## config.mk

```make
export PLATFORM = sky130hd
export DESIGN_NAME = mux_2x1_rr_arbiter
export DESIGN_NICKNAME = d
export VERILOG_FILES = /design/src/rtl/mux_2x1_rr_arbiter.sv
export SDC_FILE = /design/constraint.sdc
export NUM_CORES = 1
export LEC_CHECK = 0
export ABC_AREA = 1
export CORE_MARGIN = 5
export CORE_UTILIZATION = 42
export CTS_CLUSTER_DIAMETER = 50
export CTS_CLUSTER_SIZE = 8
export DETAILED_ROUTE_END_ITERATION = 16
export GPL_ROUTABILITY_DRIVEN = 0
export PLACE_DENSITY_LB_ADDON = 0.3
export SYNTH_ARGS = -nofsm -noshare
export SYNTH_HDL_FRONTEND = slang
export SYNTH_SLANG_ARGS = --single-unit
```

## constraint.sdc

```tcl
create_clock -name clk -period 3.6 [get_ports clk]
set_clock_uncertainty 0.1 [all_clocks]
set_input_delay 0.72 -clock clk [delete_from_list [all_inputs] [get_ports clk]]
set_output_delay 0.72 -clock clk [all_outputs]
set_load 0.05 [all_outputs]
```

## src/rtl/mux_2x1_rr_arbiter.sv

```systemverilog
// mux_2x1_rr_arbiter
// Two-requester round-robin arbiter driving a shared 2:1 data mux into a
// single-entry valid/ready output register. A grant is held for a whole
// packet (until a beat with last=1) or until MAX_BEATS beats have been
// accepted, whichever comes first; the other requester is favoured next.
//
// Ports
//   clk, rst_n                      clock, async active-low reset
//   req0_valid/data/last/ready      requester 0 stream
//   req1_valid/data/last/ready      requester 1 stream
//   out_valid/data/last/src/ready   registered output stream, out_src = origin
//   sel                             mux select, high only while requester 1 is granted
//
// state  | meaning
// IDLE   | no grant; arbitrate between pending requesters (no beat moves)
// GRANT0 | requester 0 owns the mux until last beat or beat cap
// GRANT1 | requester 1 owns the mux until last beat or beat cap

module mux_2x1_rr_arbiter #(
   parameter int DATA_W    = 8,
   parameter int MAX_BEATS = 0
) (
   input  logic              clk,
   input  logic              rst_n,
   input  logic              req0_valid,
   input  logic [DATA_W-1:0] req0_data,
   input  logic              req0_last,
   output logic              req0_ready,
   input  logic              req1_valid,
   input  logic [DATA_W-1:0] req1_data,
   input  logic              req1_last,
   output logic              req1_ready,
   output logic              out_valid,
   output logic [DATA_W-1:0] out_data,
   output logic              out_last,
   output logic              out_src,
   input  logic              out_ready,
   output logic              sel
);

   localparam int               CNT_W    = (MAX_BEATS > 1) ? $clog2(MAX_BEATS) : 1;
   localparam logic [CNT_W-1:0] CNT_LAST = CNT_W'((MAX_BEATS > 0) ? (MAX_BEATS - 1) : 0);
   localparam logic [CNT_W-1:0] CNT_ONE  = CNT_W'(1);
   localparam bit               CAP_EN   = (MAX_BEATS != 0);

   typedef enum logic [1:0] {
      IDLE   = 2'd0,
      GRANT0 = 2'd1,
      GRANT1 = 2'd2
   } state_t;

   state_t            state;
   logic              rr_ptr;
   logic [CNT_W-1:0]  beat_cnt;

   logic              load_en;
   logic              gnt_valid;
   logic              gnt_last;
   logic [DATA_W-1:0] gnt_data;
   logic              xfer;
   logic              cap_hit;
   logic              release_gnt;

   always_comb begin
      load_en     = !out_valid || out_ready;
      sel         = (state == GRANT1);
      req0_ready  = (state == GRANT0) && load_en;
      req1_ready  = (state == GRANT1) && load_en;
      gnt_valid   = sel ? req1_valid : req0_valid;
      gnt_last    = sel ? req1_last  : req0_last;
      gnt_data    = sel ? req1_data  : req0_data;
      // ready is only ever high for the granted side, so this is the handshake
      xfer        = gnt_valid && (req0_ready || req1_ready);
      cap_hit     = CAP_EN && (beat_cnt == CNT_LAST);
      release_gnt = xfer && (gnt_last || cap_hit);
   end

   always_ff @(posedge clk or negedge rst_n) begin
      if (!rst_n) begin
         state     <= IDLE;
         rr_ptr    <= 1'b0;
         beat_cnt  <= '0;
         out_valid <= 1'b0;
         out_data  <= '0;
         out_last  <= 1'b0;
         out_src   <= 1'b0;
      end else begin
         case (state)
            IDLE: begin
               if (req0_valid && (!req1_valid || !rr_ptr)) begin
                  state <= GRANT0;
               end else if (req1_valid) begin
                  state <= GRANT1;
               end
            end
            GRANT0, GRANT1: begin
               if (release_gnt) begin
                  state    <= IDLE;
                  rr_ptr   <= !sel;
                  beat_cnt <= '0;
               end else if (xfer && (beat_cnt != '1)) begin
                  // saturate so an uncapped long packet cannot wrap the count
                  beat_cnt <= beat_cnt + CNT_ONE;
               end
            end
            default: state <= IDLE;
         endcase

         if (xfer) begin
            out_valid <= 1'b1;
            out_data  <= gnt_data;
            out_last  <= gnt_last;
            out_src   <= sel;
         end else if (out_ready) begin
            out_valid <= 1'b0;
         end
      end
   end

endmodule
```

# After elaboration in Yosys (flattened, before gate mapping)
# Index checks and enable logic that the tools add are counted.
# classes
eq_ne	4
muxes	9
n_reduce_logical	17
# ops
cell	n
$mux W8	1
$mux W2	3
$logic_and A1 B1 Y1	5
$logic_not A1 Y1	4
$mux W1	4
$pmux W2 S2	1
$reduce_and A2 Y1	2
$logic_or A1 B1 Y1	3
$ne A3 B3 Y1 const B	1
$eq A2 B1 Y1 const B	1
$eq A2 B2 Y1 const B	1
$logic_not A2 Y1	1
$ne A2 B2 Y1 const B	1
$reduce_bool A2 Y1	1
$reduce_or A2 Y1	1
# word_totals
register_bits	14
in_bits	23
output_inout_bits	14
word_cells	36

# Longest topological paths before layout
# Gate-level depths: netlist (run 1).
# depth
depth_word	8
mapped_depth	11

# Worst setup path after synthesis (run 1)
# Ideal clock, no wire load.
# synth_timing
path_type	register to output
from	register state[0]
to	output req1_ready
arrival_time_ns	1.435
required_time_ns	2.780
path_slack_ns	1.345
path_stages_with_launch	5
cell_sequence	dfrtp_1 > inv_1 > ha_1 > nand2_1 > inv_1
# synth_via
elab_chain_cells	2
# synth_rtl
item	line_no	source
from (decl)	52	state_t state;
from (signal assigned)	80	state <= IDLE;
from (signal assigned)	91	state <= GRANT0;
from (signal assigned)	93	state <= GRANT1;
$eq A2 B2 Y1	-	
via sel	38	output logic sel
$logic_and A1 B1 Y1	68	req1_ready = (state == GRANT1) && load_en;
to (decl)	32	output logic req1_ready,
# The timed path passes the listed nets, and every way through them passes these cells.

# Worst setup path in the final report (run 1)
# layout_timing
from	register state[0]
to	output req1_ready
# layout_via
elab_chain_cells	2
# layout_rtl
item	line_no
$eq A2 B2 Y1	68
$logic_and A1 B1 Y1	68
# No other way between the ends.

==> results of run 1 <==
==> cell type report <==
| type | count | area [um2] | share of cell area |
|---|---|---|---|
| repair buffers | 36 | 360.3 | 0.3148 |
| flip-flops and latches | 14 | 350.3 | 0.3060 |
| multi-input cells | 65 | 336.6 | 0.2940 |
| inverters | 11 | 43.79 | 0.03825 |
| well taps | 25 | 31.28 | 0.02732 |
| clock buffers | 3 | 22.52 | 0.01967 |
==> through the flow <==
stage,std cells,total power [W]
final,154,0.001094
after global routing,154,0.001175
after CTS,154,0.001106
after detailed placement,151,0.001014
after global placement,151,0.0009941
after floorplan,94,0.0008123
==> worst max-delay path by stage <==
stage | endpoint | start | slack, ps | cells after the start
detailed placement | req1_ready | out_ready | 540 | 6
finish | req1_ready | state[0] | 500 | 5
floorplan | req1_ready | state[0] | 1340 | 4
global placement | req1_ready | out_ready | 570 | 6
global route | req1_ready | state[0] | 330 | 5
CTS | req1_ready | state[0] | 480 | 5
==> flip-flops by register name, summed over array words and instances, names as in the netlist <==
signal / flops
out_data: 8
state: 2
out_last: 1
out_src: 1
out_valid: 1
rr_ptr: 1
==> layer usage <==
| layer | global-route usage | up-vias | share of wire |
|---|---|---|---|
| li1 | - | 365 | - |
| met1 | 0.1845 | 334 | 0.41 |
| met2 | 0.2789 | 36 | 0.49 |
| met3 | 0.04507 | 4 | 0.088 |
| met4 | 0.07660 | 0 | 0.019 |
| met5 | 0 | - | 0 |
==> where the power goes <==
group          leakage [nW]  internal (W)  total (W)  switching (W)
clock network        0.0138     0.0000388  0.0000890      0.0000502
registers             0.176      0.000234   0.000276      0.0000417
logic                 0.362      0.000240   0.000729       0.000489
==> worst reg2reg max path, delay by kind of cell (launching register included) <==
family	cells	cell delay [ps]
simple gates	4	710
flops	1	410
compound gates	1	80
fa+ha+maj	1	480
buf+inv	2	220
==> logic make-up (layout without fill, tap and decap cells) <==
logic type,after synthesis,after routing
AND/OR/NAND/NOR,50,50
buffers and inverters,15,50
flip-flops,14,14
AO/OA/AOI/OAI,12,12
adder cells (fa/ha/maj),3,3
==> cells in the mapped netlist <==
cell	n
o21ai_1	1
nand2_1	35
inv_2	1
and2_1	1
buf_6	3
o21ai_0	2
nand4_1	1
or2_1	8
inv_1	9
inv_4	1
nand2_2	1
buf_4	1
nor2_1	1
o211ai_1	8
a21oi_1	1
ha_1	3
dfrtp_1	14
nand3_1	3
==> results.py, run 1 <==
metrics = {
    "synth": {
        "synthCells": 94,
        "yosysSeqAreaShare": 0.4538,
        "synth_top_cell_area_share": 0.4538,
        "syn_area_um2": 772.0,
        "synth.distinct_cells": 18,
        "synth_simple_gate_area_share": 0.2836,
        "syn_nets": 120,
        "ys_ff_latch": 14,
        "yosysTopAreaCell": "dfrtp_1",
        "synth-adder-area-share": 0.04862,
        "yosys-top-cells-area": "dfrtp_1 (45%), nand2_1 (17%), o211ai_1 (7.8%)",
        "yosysWarningCount": 0,
        "yosys-mux-area-fraction": 0,
        "synthXorXnorAreaFrac": 0,
        "syn_avg_cell_area_um2": 8.213,
        "synth-compound-area-share": 0.1037,
        "synth_top_family_by_area": "simple AND/OR/NAND/NOR gates",
    },
    "clocking": {
        "cts.htree.levels": 1,
        "cts_tree": "done",
        "cts.sink_count": 14,
        "clock_path_buffers": 2,
        "cts-root-buf": "clkbuf_4",
        "cts_resized": 0,
        "cts_setup_buffers": 0,
        "clock_latency_ps": 280,
        "cts_inserted_buffers": 3,
        "cts_hold_buf": 0,
        "path_clk_slew_ps": 80,
    },
    "timing": {
        "final.min_clock_period_ps": 3097,
        "setup_viol": 0,
        "worst_slack_ps": 503.0,
        "final_hold_viol_count": 0,
        "fmax_mhz": 322.9,
        "slew_headroom": 0.5522,
        "tightest_slew_ps": 669.5,
        "drv_slew": 0,
        "fin_setup_tns_ps": 0,
        "rsz0062_at_grt": "false",
        "hold-worst-slack_ps": 381.8,
        "period_share": 0.8603,
    },
    "route": {
        "dr.pass1.iters": 4,
        "avgRoutedWirePerCell_um": 12.69,
        "via_per_inst": 4.799,
        "vias": 739,
        "routed_wl_um": 1954,
        "drt_iter0_drc": 9,
        "antenna_left": 0,
        "drcViolationCount": 0,
    },
    "grt": {
        "gr-total-overflow": 0,
        "grt_pass1_vias": 755,
        "grt_pass1_wl_um": 3298,
        "grt_max_degree": 15,
        "grt_usage": 0.1626,
        "grt_antenna_before_repair": 0,
    },
    "floorplanning": {
        "core_area_um2": 1745,
        "die_x_um": 52.87,
        "dieArea_um2": 2795,
        "io_pins": 37,
        "rows": 15,
        "initial_utilization": 0.4423,
        "die_y_um": 52.87,
    },
    "cells_and_area": {
        "layout_common_cells": "clkdlybuf4s50_1 (36), nand2_1 (35), dfrtp_1 (14)",
        "nFillCells": 141,
        "post-route-util": 0.6559,
        "fin_area_um2": 1145,
        "layout_commonest_cell": "clkdlybuf4s50_1",
        "final_net_count": 157,
        "areaGrowthSynthToFinish_pct": 48.30,
        "n_antenna_cell": 0,
        "final_layout_size_suffix_gt1_frac": 0.04651,
    },
    "setup_path": {
        "r2r-start": "state[0]",
        "r2r-end": "out_src",
        "critical_path_required_ps": 2780,
        "reg2reg_depth": 8,
        "critPathLaunchType": "register",
        "worst-r2r-setup-slack_ps": 1510,
        "path_cells": "inv_1 -> ha_1 -> nand2_1 -> inv_1 -> clkdlybuf4s50_1",
        "cpMostUsedCell": "inv_1",
        "cp_num_buf_inv": 3,
        "cp_data_arrival_time_ps": 2280,
        "crit_fanout": 14,
        "critPathSlowestCell": "clkdlybuf4s50_1",
        "slowest_delay_ps": 810,
        "critPathKind": "reg -> out",
        "end_kind": "primary output",
        "cp_top_family": "buffers and inverters",
    },
    "worst_hold_path": {
        "holdPathEnd": "out_last",
        "min-delay-start": "out_last",
        "min_path_type": "reg -> reg",
        "hold_depth": 2,
    },
    "pwr": {
        "power.density_nw_per_um2": 955.6,
        "leakage_nw": 0.5523,
        "vdd.ir_drop.worst_mv": 0.4624,
    },
    "placed_design": {
        "dp_hpwl_um": 1486,
        "port_buffers": 36,
        "dpl-instance-area_um2": 1122,
        "place_ws_ps": 537.3,
    },
    "run": {
        "maxCapViolations": 0,
    },
    "status": {
        "outcome": "completed",
    },
}
Power figures use the tool's default switching activity.
==> inputs of run 2 (changes only) <==
CTS_CLUSTER_SIZE = not set   (was 8)
GPL_ROUTABILITY_DRIVEN = 1   (was 0)
==> results of run 2 <==
Final layout, timing and power as in run 1 (identical DEF).
